<file path="src/rtl/uart_pkg.sv">
// Shared definitions for the UART receiver: state encoding, widths, default divider.
package uart_pkg;

  localparam int unsigned UART_DATA_BITS = 8;
  localparam int unsigned UART_DIV_W     = 16;

  // 115200 baud from a 50 MHz clock: 50e6 / 115200 - 1
  localparam logic [UART_DIV_W-1:0] UART_DIV_115200 = 16'd433;

  typedef enum logic [1:0] {
    StIdle,
    StStart,
    StData,
    StStop
  } uart_rx_state_e;

  // 2-of-3 vote used by the majority-sampling build
  function automatic logic maj3(input logic a, input logic b, input logic c);
    return (a & b) | (a & c) | (b & c);
  endfunction

endpackage

</file>
<file path="src/rtl/fifo.sv">
// Synchronous FIFO with valid/ready on both sides, synchronous flush and occupancy count.
module fifo #(
  parameter int unsigned WIDTH = 8,
  parameter int unsigned DEPTH = 32
) (
  input  logic                   clk,
  input  logic                   rstz,
  input  logic                   clear,
  input  logic [WIDTH-1:0]       din,
  input  logic                   din_vld,
  output logic                   din_rdy,
  output logic [WIDTH-1:0]       dout,
  output logic                   dout_vld,
  input  logic                   dout_rdy,
  output logic [$clog2(DEPTH):0] cnt
);
  localparam int unsigned AW = $clog2(DEPTH);
  localparam logic [AW:0]   FullCnt = (AW+1)'(DEPTH);
  localparam logic [AW:0]   CntOne  = (AW+1)'(1);
  localparam logic [AW-1:0] PtrOne  = AW'(1);

  logic [WIDTH-1:0] mem_q [DEPTH];
  logic [AW-1:0]    wptr_q, rptr_q;
  logic [AW:0]      cnt_q;
  logic             push, pop;

  assign din_rdy  = (cnt_q != FullCnt);
  assign dout_vld = (cnt_q != '0);
  assign push     = din_vld & din_rdy;
  assign pop      = dout_vld & dout_rdy;
  assign dout     = mem_q[rptr_q];
  assign cnt      = cnt_q;

  // Pointers and occupancy; flush wins over any same-cycle push or pop
  always_ff @(posedge clk or negedge rstz) begin
    if (!rstz) begin
      wptr_q <= '0;
      rptr_q <= '0;
      cnt_q  <= '0;
    end else if (clear) begin
      wptr_q <= '0;
      rptr_q <= '0;
      cnt_q  <= '0;
    end else begin
      if (push) wptr_q <= wptr_q + PtrOne;
      if (pop)  rptr_q <= rptr_q + PtrOne;
      if (push != pop) cnt_q <= push ? cnt_q + CntOne : cnt_q - CntOne;
    end
  end

  // Storage array, no reset needed
  always_ff @(posedge clk) begin
    if (push && !clear) mem_q[wptr_q] <= din;
  end

endmodule

</file>
<file path="src/rtl/uart_rx.sv">
// 8N1 UART receiver with receive FIFO and single-beat read port.
// Build option: UART_RX_MAJORITY_EN selects 2-of-3 majority sampling around each sample point.
module uart_rx
  import uart_pkg::*;
#(
  parameter int unsigned BUFFER = 32
) (
  input  logic                  clk,
  input  logic                  rstz,
  input  logic                  rx,
  input  logic [UART_DIV_W-1:0] divider,
  input  logic                  clear,
  output logic                  full,
  output logic                  empty,
  output logic [15:0]           size,
  output logic                  frame_err,
  output logic                  overrun,
  output logic [7:0]            dat_o,
  input  logic                  we_i,
  input  logic                  stb_i,
  output logic                  ack_o
);
  localparam int unsigned CntW = $clog2(BUFFER) + 1;
  localparam logic [2:0]  LastBit = 3'(UART_DATA_BITS - 1);

  logic sync1_q, rxs_q, rxs_prev_q;
  logic fall, sample, tick;

  uart_rx_state_e           state_q, state_d;
  logic [UART_DIV_W-1:0]    timer_q, timer_d, mid_start;
  logic [2:0]               bitcnt_q, bitcnt_d;
  logic [UART_DATA_BITS-1:0] shift_q, shift_d;
  logic                     frame_err_q, frame_err_d, overrun_q, overrun_d;
  logic                     push;

  logic                     fifo_rdy, fifo_vld, rd, pop;
  logic [7:0]               fifo_dout;
  logic [CntW-1:0]          fifo_cnt;
  logic                     full_q, empty_q, ack_q;
  logic [7:0]               dat_q;

  // Two-flop synchronizer plus a third flop for falling-edge detection
  always_ff @(posedge clk or negedge rstz) begin
    if (!rstz) begin
      sync1_q    <= 1'b1;
      rxs_q      <= 1'b1;
      rxs_prev_q <= 1'b1;
    end else begin
      sync1_q    <= rx;
      rxs_q      <= sync1_q;
      rxs_prev_q <= rxs_q;
    end
  end

  assign fall      = rxs_prev_q & ~rxs_q;
  assign tick      = (timer_q == divider);
  assign mid_start = divider >> 1;

`ifdef UART_RX_MAJORITY_EN
  // sync1_q is next cycle's rxs and rxs_prev_q the previous one, so the vote spans mid-1..mid+1
  // with no extra latency; bits shorter than 3 clocks fall back to the single centre sample.
  assign sample = (divider >= 16'd2) ? maj3(rxs_prev_q, rxs_q, sync1_q) : rxs_q;
`else
  assign sample = rxs_q;
`endif

  // Frame FSM state register
  always_ff @(posedge clk or negedge rstz) begin
    if (!rstz) begin
      state_q     <= StIdle;
      timer_q     <= '0;
      bitcnt_q    <= '0;
      shift_q     <= '0;
      frame_err_q <= 1'b0;
      overrun_q   <= 1'b0;
    end else begin
      state_q     <= state_d;
      timer_q     <= timer_d;
      bitcnt_q    <= bitcnt_d;
      shift_q     <= shift_d;
      frame_err_q <= frame_err_d;
      overrun_q   <= overrun_d;
    end
  end

  // Frame FSM next state; the edge-detect cycle counts as timer 0 of the start bit
  always_comb begin
    state_d     = state_q;
    timer_d     = timer_q + 16'd1;
    bitcnt_d    = bitcnt_q;
    shift_d     = shift_q;
    frame_err_d = frame_err_q;
    overrun_d   = overrun_q;
    push        = 1'b0;
    case (state_q)
      StIdle: begin
        timer_d = '0;
        if (fall) begin
          if (mid_start == '0) begin
            // Start sample lands on the edge-detect cycle itself
            if (!sample) begin
              state_d  = StData;
              bitcnt_d = '0;
            end
          end else begin
            state_d = StStart;
            timer_d = 16'd1;
          end
        end
      end
      StStart: begin
        if (timer_q == mid_start) begin
          timer_d  = '0;
          bitcnt_d = '0;
          state_d  = sample ? StIdle : StData;
        end
      end
      StData: begin
        if (tick) begin
          timer_d  = '0;
          shift_d  = {sample, shift_q[UART_DATA_BITS-1:1]};
          bitcnt_d = bitcnt_q + 3'd1;
          if (bitcnt_q == LastBit) state_d = StStop;
        end
      end
      StStop: begin
        if (tick) begin
          timer_d = '0;
          state_d = StIdle;
          if (sample) begin
            push = 1'b1;
            if (!fifo_rdy) overrun_d = 1'b1;
          end else begin
            frame_err_d = 1'b1;
          end
        end
      end
      default: state_d = StIdle;
    endcase
    if (clear) begin
      frame_err_d = 1'b0;
      overrun_d   = 1'b0;
    end
  end

  assign rd  = stb_i & ~we_i;
  assign pop = rd & fifo_vld & ~clear;

  fifo #(
    .WIDTH(8),
    .DEPTH(BUFFER)
  ) u_fifo (
    .clk      (clk),
    .rstz     (rstz),
    .clear    (clear),
    .din      (shift_q),
    .din_vld  (push),
    .din_rdy  (fifo_rdy),
    .dout     (fifo_dout),
    .dout_vld (fifo_vld),
    .dout_rdy (rd),
    .cnt      (fifo_cnt)
  );

  // Registered status, acknowledge and read data
  always_ff @(posedge clk or negedge rstz) begin
    if (!rstz) begin
      full_q  <= 1'b0;
      empty_q <= 1'b1;
      ack_q   <= 1'b0;
      dat_q   <= 8'h00;
    end else begin
      full_q  <= ~fifo_rdy;
      empty_q <= ~fifo_vld;
      ack_q   <= stb_i;
      if (rd) dat_q <= pop ? fifo_dout : 8'h00;
    end
  end

  assign full      = full_q;
  assign empty     = empty_q;
  assign size      = 16'(fifo_cnt);
  assign frame_err = frame_err_q;
  assign overrun   = overrun_q;
  assign ack_o     = ack_q;
  assign dat_o     = dat_q;

endmodule

</file>
<file path="config.mk">
export PLATFORM = sky130hd
export DESIGN_NAME = uart_rx
export DESIGN_NICKNAME = d
export VERILOG_FILES = /design/src/rtl/uart_pkg.sv /design/src/rtl/fifo.sv /design/src/rtl/uart_rx.sv
export SDC_FILE = /design/constraint.sdc
export NUM_CORES = 1
export LEC_CHECK = 0
export CORE_MARGIN = 2
export CORE_UTILIZATION = 43
export DETAILED_ROUTE_END_ITERATION = 10
export PLACE_DENSITY = 0.61
export SYNTH_ARGS = -nofsm -noshare
export SYNTH_HDL_FRONTEND = slang
export SYNTH_SLANG_ARGS = --single-unit
</file>
<file path="constraint.sdc">
create_clock -name clk -period 8.63 [get_ports clk]
set_input_delay 0.863 -clock clk [delete_from_list [all_inputs] [get_ports clk]]
set_output_delay 0.863 -clock clk [all_outputs]
set_load 0.05 [all_outputs]
</file>
# After elaboration in Yosys (flattened, before gate mapping)
# Memory sizes are Yosys's and may differ from the RTL's.
# Index checks and enable logic that the tools add are counted.
word_totals:
  regBits: 61
  ram_bits: 256
  output_inout_bits: 29
  n_memories: 1
op_classes:
  n_addsub: 6
  eq_ne: 18
  n_mux: 42
  n_bitwise: 10
  n_reduce_logical: 18
mem_list:
  columns: ["memory", "words", "word_bits", "read_ports", "rd_ports_with_merged_regs", "wr", "line", "rtl"]
  rows:
  - ["u_fifo.mem_q", 32, 8, 1, 0, 1, "fifo.sv:22", "logic [WIDTH-1:0] mem_q [DEPTH];"]
op_table:
  columns: ["cell", "count"]
  rows:
  - ["$pmux 16 s3", 1]
  - ["$mux 16", 2]
  - ["$mux 5", 4]
  - ["$mux 6", 3]
  - ["$ne 2x2->1 const B", 9]
  - ["$add 16x1->16 const B", 1]
  - ["$eq 16x15->1", 1]
  - ["$eq 16x16->1", 1]
  - ["$logic_not 16->1", 1]
  - ["$mux 1", 16]
  - ["$mux 2", 8]
  - ["$mux 3", 5]
  - ["$reduce_and 6->1", 2]
  - ["$reduce_bool 2->1", 6]
  - ["$add 5x1->5 const B", 2]
  - ["$pmux 3 s3", 1]
  - ["$mux 8", 1]
  - ["$pmux 2 s4", 1]
  - ["$add 6x1->6 const B", 1]
  - ["$ne 6x6->1 const B", 1]
  - ["$reduce_bool 6->1", 1]
  - ["$sub 6x1->6 const B", 1]
  - ["$and 1x1->1", 5]
  - ["$not 1->1", 5]
  - ["other kinds (14)", 15]

# Longest topological paths before layout
# Gate-level depths: netlist (run 1).
logic_depth:
  ltp_word: 7
  ltp_mapped: 14
  ltp_nobuf: 12

# Modules after synthesis
# A second synthesis (run 1) with hierarchy kept.
hier_totals:
  cells_unflattened: 825
  hier_area_um2: 13510.5
modules_own_cells:
  columns: ["module", "instances", "cells_each", "area_each_um2"]
  rows:
  - ["fifo", 1, 592, 10983.0]
  - ["uart_rx", 1, 233, 2527.4]

# Worst setup path after synthesis (run 1)
# No wires, ideal clock.
synth_timing:
  path_kind: "input to register"
  start: "in divider[12]"
  end: "reg u_fifo.cnt_q[5] (netlist: u_fifo.cnt[5])"
  setup_time_ns: 0.125
  arrival_time_ns: 3.363
  t_required_ns: 8.505
  slack_ns: 5.142
  stages: 12
  cell_sequence: "xor2_1 nor4_1 and4_2 buf_2 nand2_1 ha_1 a21o_1 a21oi_1 o21bai_1 a21oi_1 mux2i_1 mux2_2"
synth_via:
  elab_chain_len: 7
  elab_cells_between_ends: 9
  classes_between: "eq/ne (2); mux (5); bitwise (1); reduce/logical (1)"
synth_rtl:
  columns: ["element", "line", "rtl"]
  rows:
  - ["start: declaration", "uart_rx.sv:11", "input logic [UART_DIV_W-1:0] divider,"]
  - ["$eq 16x16->1 *", "uart_rx.sv:56", "assign tick = (timer_q == divider);"]
  - ["$mux 1 *", "uart_rx.sv:127", "if (tick) begin"]
  - ["$mux 1 *", "uart_rx.sv:95", "case (state_q)"]
  - ["$and 1x1->1 *", "fifo.sv:29", "assign push = din_vld & din_rdy;"]
  - ["$mux 6 (2 in a row)", "fifo.sv:47", "if (push != pop) cnt_q <= push ? cnt_q + CntOne : cnt_q - CntOne;"]
  - ["$mux 6", "fifo.sv:40", "end else if (clear) begin"]
  - ["end signal: assignment", "fifo.sv:47", null]
  - ["end: declaration", "fifo.sv:24", "logic [AW:0] cnt_q;"]
# Mark *: on every way between the ends. The rest lies on a longest branch, timed or not. The select of a mux whose other input is x is not followed.
# A chain may end at the register's enable or synchronous reset.

# Final worst setup path (run 1)
layout_timing:
  start: "in divider[15]"
  end: "reg u_fifo.cnt_q[5] (netlist: u_fifo.cnt[5])"
# The elaborated chain is that of the path after synthesis.

==> results of run 1 <==
==> cells in the mapped netlist, drive strengths merged (4+ instances only) <==
library cell  instances
nand2                36
buf                  27
edfxtp              256
nor4                 13
dfrtp                57
nand2b                4
a21oi                14
nor2                 67
inv                  11
dfstp                 4
xor2                 44
nor3                 11
nand4                 7
ha                   12
clkbuf               17
mux4                 80
o21ai                 8
xnor2                11
a22oi                 8
nand3                11
nand3b                7
mux2                  9
==> worst reg2reg max path, stage by stage (launching register included) <==
cell	delay, ns
dfrtp_1	0.47
xor2_1	0.20
nor4_1	0.43
and4_2	0.39
nand2_1	0.21
ha_1	0.35
a21o_1	0.18
a21oi_1	0.24
o21bai_1	0.10
a21oi_1	0.18
mux2i_1	0.21
mux2_2	0.35
==> cell type report <==
type | instances | area [sq um]
Fill cell | 2494 | 15430
Multi-Input combinational cell | 385 | 3799
Timing Repair Buffer | 45 | 432.9
Sequential cell | 317 | 9225
Clock buffer | 47 | 909.6
Clock inverter | 15 | 172.7
Tap cell | 396 | 495.5
Inverter | 11 | 41.29
==> cells by family (layout without fill, tap and decap cells) <==
logic type	count (synthesis)	in the layout	synth area share [%]
AOI/OAI and AO/OA	43	43	2.065
xor gates and xnor gates	55	55	3.630
buffers and inverters	55	118	2.150
and+or+nand+nor	174	174	6.723
adders and majority gates	13	13	1.282
muxes	90	90	14.64
DFF	317	317	69.48
other	1	10	0.02826
==> final timing paths <==
check | depth (start not counted) | start | to
max in group asynchronous | 2 | rstz | u_fifo.rptr_q[0]
worst max register to register | 11 | timer_q[12] | u_fifo.cnt[5]
worst min register to register | 0 | sync1_q | rxs_q
min in group asynchronous | 2 | rstz | frame_err
worst max-delay path | 12 | divider[15] | u_fifo.cnt[5]
worst min-delay path | 0 | sync1_q | rxs_q
==> state kept, by name (all words and copies together) (netlist names), 2 cells and up <==
signal and flops:
u_fifo.rptr_q 5, u_fifo.cnt 6, dat_o 8, state_q 2, bitcnt_q 3, timer_q 16
u_fifo.wptr_q 5, u_fifo.mem_q 256, shift_q 8
==> per-stage QoR <==
stage	setup slack (ns)	utilization (%)	instance area [sq um]	total power [mW]	hold slack (ns)
finish	4.771	49.41	15080	3.670	0.3735
global route	4.516	49.41	15080	3.819	0.3813
CTS	4.800	49.41	15080	3.711	0.3801
detailed placement	4.277	45.87	13990	2.296	0.3550
global placement	4.429	45.87	13990	2.284	0.3483
floorplan	5.142	-	13300	2.161	0.3452
==> metal layers <==
| layer | vias up | share of wire [%] | GRT usage, % |
|---|---|---|---|
| met4 | 0 | 1.8 | 4.293 |
| met3 | 37 | 5.3 | 2.917 |
| met2 | 208 | 48 | 26.59 |
| li1 | 2996 | - | - |
| met5 | - | 0 | 0 |
| met1 | 3455 | 45 | 24.27 |
==> where the power goes <==
group	internal (mW)	leakage [nW]	switching, mW
clock network	0.836	0.528	0.573
registers	1.68	3.19	0.0811
logic	0.212	1.39	0.290
==> impl_metrics.csv, run 1 <==
group,metric,value,unit
sta,max_slew_margin,18.74,%
sta,fin_skew,0.01204,ns
synthesis,synth_edf_count,256,
floorplanning,core,0.03051,sq mm
floorplanning,dieWidth,179.7,microns
setup_path,worst_path_largest_cell_delay,0.48,ns
place,dp_hpwl,16940,microns
synthesis,synth_area,0.01327,sq mm
sta,fin_tns_setup,0,ns
setup_path,ff2ff_setup_slack,5.19,ns
synthesis,synth_top_area_cell,"edfxtp_1",
sta,max_freq,259.1,MHz
synthesis,ys_seq_elements,317,
layout,antennaDiodeCount,0,
synthesis,yosysTopAreaCellShare,57.93,%
setup_path,cp.arrival,4.24,ns
clock_tree,cts_root_buffer,"clkbuf_16",
power_and_ir_drop,power_leakage,5.107,nW
global_routing,grt_max_degree,62,
synthesis,syn-instance-count,748,
setup_path,cp_common_cell,"a21oi_1",
floorplanning,dieArea,0.03228,sq mm
global_routing,grt_overflow,0,
global_routing,antenna_found_initial,0,
synthesis,synthArstFlopShare,19.24,%
layout,layoutNonFillerInstCount,1216,
place,portBuffers,40,
floorplanning,die_h,179.7,microns
clock_tree,clock_latency,0.51,ns
clock_tree,cts_resized,0,
status,status,"finished, final reports clean",
clock_tree,post-cts-setup-buffers,0,
min_path,worstHoldPathType,"flop to flop",
detailed_routing,drt_iter0_markers,575,
clock_tree,clock_sinks,317,
setup_path,crit_family,"simple AND/OR/NAND/NOR gates",
global_routing,grt_pass1_wl,41630,microns
detailed_routing,avgViaCountPerCell,5.507,
detailed_routing,wire_per_inst,21.87,microns
synthesis,yosysSeqAreaShare,69.48,%
job,cap_violations,0,
place,dpl.cell_count,1154,
clock_tree,hold_buffers,0,
setup_path,cp_cell_sequence,"clkdlybuf4s50_1 > xor2_1 > nor4_2 > and4_2 > nand2_1 > ha_1 > a21o_1 > a21oi_1 > o21bai_1 > a21oi_1 > mux2i_1 > mux2_2",
clock_tree,htreeDepth,2,
power_and_ir_drop,power_density,243.5,mW/mm^2
setup_path,cp.required,9.01,ns
global_routing,grt_pass1_vias,7018,
synthesis,synthTopCellsByArea,"edfxtp_1 58%, mux4_2 14%, dfrtp_1 11%, xor2_1 2.9%, nor2_1 1.9%",
detailed_routing,firstDrtPassIters,5,
setup_path,endpoint_kind,"flop",
setup_path,cp_max_fo,7,
sta,post-route-min-period,3.859,ns
floorplanning,placementRows,64,
layout,drive_gt1_share,19.76,%
floorplanning,num_io_pins,51,
detailed_routing,totalWireLength,26590,microns
global_routing,grt_use_total,16.75,%
layout,syn_to_final_growth,13.62,%
synthesis,syn_avg_cell_area,17.74,sq um
layout,final_common_cell,"edfxtp_1",
setup_path,cp-start-kind,"input pin",
layout,fin_nets,829,
detailed_routing,postRouteAntennaNets,0,
sta,final_hold_viol_count,0,
synthesis,yosysWarnings,0,
sta,grt_setup_unrepaired,"no",
setup_path,crit_path_top_delay_cell,"nor4_2",
power_and_ir_drop,ir_worst_vdd,0.0003278,V
synthesis,synth.distinct_cells,55,
sta,tightest_slew,1.219,ns
sta,finalCritPeriodShare,44.72,%
sta,slew_violations,0,
clock_tree,ctsLongestPathBuffers,3,
floorplanning,start_util,43.49,%
clock_tree,tritoncts,"built",
setup_path,path_buf_inv,1,
synthesis,synth_ff_type,"edfxtp_1",
clock_tree,cts.reportedPaths.clkPinSlew,0.06,ns
setup_path,crit_type,"input pin to flop",
place,place_congestion,0.9057,
clock_tree,cts_buffers,34,
sta,setup_violations,0,
detailed_routing,vias,6696,
layout,mostFrequentLayoutCells,"256 x edfxtp_1, 80 x mux4_2, 67 x nor2_1, 54 x dfrtp_1, 44 x xor2_1",
detailed_routing,drc,0,
Note: power is estimated with default switching activity, not from simulation.
==> run 2, diff against run 1 <==
==> constraint.sdc (replaced) <==
create_clock -name clk -period 3.6 [get_ports clk]
set_input_delay 0.36 -clock clk [delete_from_list [all_inputs] [get_ports clk]]
set_output_delay 0.36 -clock clk [all_outputs]
set_load 0.05 [all_outputs]
==> run 2 against run 1 <==
Net effect:
- non-clock buffer count rose by 41
- global-route usage is 0.60 points higher
- sequential power rose by 140%
- core utilization grew 1.1 points
- clock skew rose by 0.0087 ns
- final area rose by 2.1%
- combinational power up 150%
- critical endpoint unchanged
- largest cell class unchanged
- largest power group unchanged
==> impl_metrics.csv, run 2 (same netlist as run 1, synthesis figures left out) <==
group,metric,value,unit
status,status,"finished, final reports clean",
power_and_ir_drop,ir_worst_vdd,0.0007332,V
global_routing,grt_pass1_vias,7229,
sta,grt_setup_unrepaired,"no",
clock_tree,cts.reportedPaths.clkPinSlew,0.06,ns
sta,finalCritPeriodShare,90.78,%
detailed_routing,wire_per_inst,21.84,microns
sta,max_freq,306.0,MHz
power_and_ir_drop,power_density,569.5,mW/mm^2
global_routing,grt_overflow,0,
floorplanning,start_util,43.49,%
clock_tree,post-cts-setup-buffers,0,
setup_path,crit_type,"flop to flop",
clock_tree,clock_sinks,317,
detailed_routing,postRouteAntennaNets,0,
setup_path,cp_common_cell,"a21oi_1",
global_routing,grt_max_degree,37,
layout,layoutNonFillerInstCount,1259,
sta,tightest_slew,1.303,ns
place,place_ws,0.01346,ns
setup_path,endpoint_kind,"flop",
detailed_routing,top_layer_used,"met4",
clock_tree,cts_buffers,35,
place,place_congestion,0.8726,
global_routing,antenna_found_initial,0,
sta,final_hold_viol_count,0,
sta,max_slew_margin,13.16,%
setup_path,cp.required,3.98,ns
sta,setup_violations,0,
clock_tree,hold_buffers,1,
sta,fin_skew,0.02073,ns
sta,fin_tns_setup,0,ns
sta,final.setup.worst_slack,0.3320,ns
floorplanning,num_io_pins,51,
sta,post-route-min-period,3.268,ns
layout,drive_gt1_share,23.67,%
layout,largest_register_ffs,256,
clock_tree,cts_resized,0,
floorplanning,core,0.03051,sq mm
layout,syn_to_final_growth,16.05,%
layout,reg.largest.list,"u_fifo.mem_q: 256 flops, timer_q: 16 flops",
min_path,worstHoldPathType,"input pin to flop",
setup_path,worst_path_largest_cell_delay,0.48,ns
detailed_routing,drc,0,
detailed_routing,met3_length,1456,microns
sta,slew_violations,0,
global_routing,grt_use_total,17.36,%
layout,mostFrequentLayoutCells,"256 x edfxtp_1, 80 x mux4_2, 67 x nor2_1, 54 x dfrtp_1",
job,cap_violations,0,
place,dp_hpwl,17530,microns
detailed_routing,vias,6840,
clock_tree,tritoncts,"built",
place,portBuffers,40,
floorplanning,die_h,179.7,microns
power_and_ir_drop,power_leakage,5.328,nW
clock_tree,htreeDepth,2,
floorplanning,placementRows,64,
sta,whs,0.2655,ns
detailed_routing,totalWireLength,27490,microns
layout,final_common_cell,"edfxtp_1",
global_routing,grt_pass1_wl,43100,microns
floorplanning,dieWidth,179.7,microns
setup_path,cp_max_fo,5,
layout,largest_register,"u_fifo.mem_q",
clock_tree,clock_latency,0.51,ns
setup_path,cp.arrival,3.65,ns
clock_tree,ctsLongestPathBuffers,3,
layout,fin_nets,871,
setup_path,crit_path_top_delay_cell,"dfrtp_1",
detailed_routing,avgViaCountPerCell,5.433,
place,dpl.cell_count,1194,
setup_path,ff2ff_setup_slack,0.33,ns
clock_tree,cts_root_buffer,"clkbuf_16",
detailed_routing,met1_length,12140,microns
floorplanning,dieArea,0.03228,sq mm
setup_path,cp_cell_sequence,"xor2_1 > nor4_1 > and4_2 > nand2_1 > ha_1 > a21o_1 > a21oi_1 > o21bai_1 > a21oi_1 > mux2i_1 > mux2_2",
detailed_routing,firstDrtPassIters,5,
setup_path,cp-start-kind,"flop",
power_and_ir_drop,power,8.770,mW
detailed_routing,met2_length,13380,microns
detailed_routing,drt_iter0_markers,544,
==> run 2: changes by cell type in the layout (fill, tap and decap cells not counted), moves of 2 or more <==
cell / change
clkbuf_16: +3
clkinvlp_4: +2
buf_4: +39
bufinv_16: -2
clkinv_4: +2
clkbuf_1: -7
clkinv_2: +2
clkinv_1: +6
inv_6: -3
==> run 2: worst paths after layout <==
check,start,end,cells after the start
worst max-delay path,timer_q[8],u_fifo.cnt[5],11
worst min-delay path,rx,sync1_q,1
worst max register to register,timer_q[8],u_fifo.cnt[5],11
worst min register to register,sync1_q,rxs_q,0
max in group asynchronous,rstz,u_fifo.rptr_q[0],3
min in group asynchronous,rstz,full,2
==> run 2: power by group <==
part,internal (mW),switching (mW),total [mW]
Sequential,4.02,0.161,4.18
Combinational,0.524,0.730,1.25
Clock,1.95,1.38,3.33
Total,6.49,2.28,8.77
==> run 2: critical path: cells and delay by family (launching register included) <==
family / cells / cell delay, ns
simple gates: 3 / 0.86
compound gates: 4 / 0.70
mux: 2 / 0.57
flops: 1 / 0.48
fa+ha+maj: 1 / 0.31
xor+xnor: 1 / 0.22
==> run 2: cell type report <==
type / instances / area (sq um)
Sequential cell: 317 / 9225
Multi-Input combinational cell: 385 / 3799
Clock buffer: 42 / 944.7
Timing Repair Buffer: 86 / 755.7
Fill cell: 2457 / 15110
Inverter: 11 / 41.29
Clock inverter: 21 / 135.1
Antenna cell: 1 / 2.502
Tap cell: 396 / 495.5
==> run 2: per-layer routing <==
metal	track usage [%]	vias to the layer above
li1	-	3071
met1	24.77	3533
met2	28.25	191
met3	2.694	45
met4	4.325	0
met5	0	-
==> run 2: metrics by stage <==
step | instance area [sq um] | utilization (%)
floorplan | 13300 | -
global placement | 14310 | 46.89
detailed placement | 14310 | 46.89
CTS | 15400 | 50.46
global route | 15400 | 50.46
finish | 15400 | 50.47
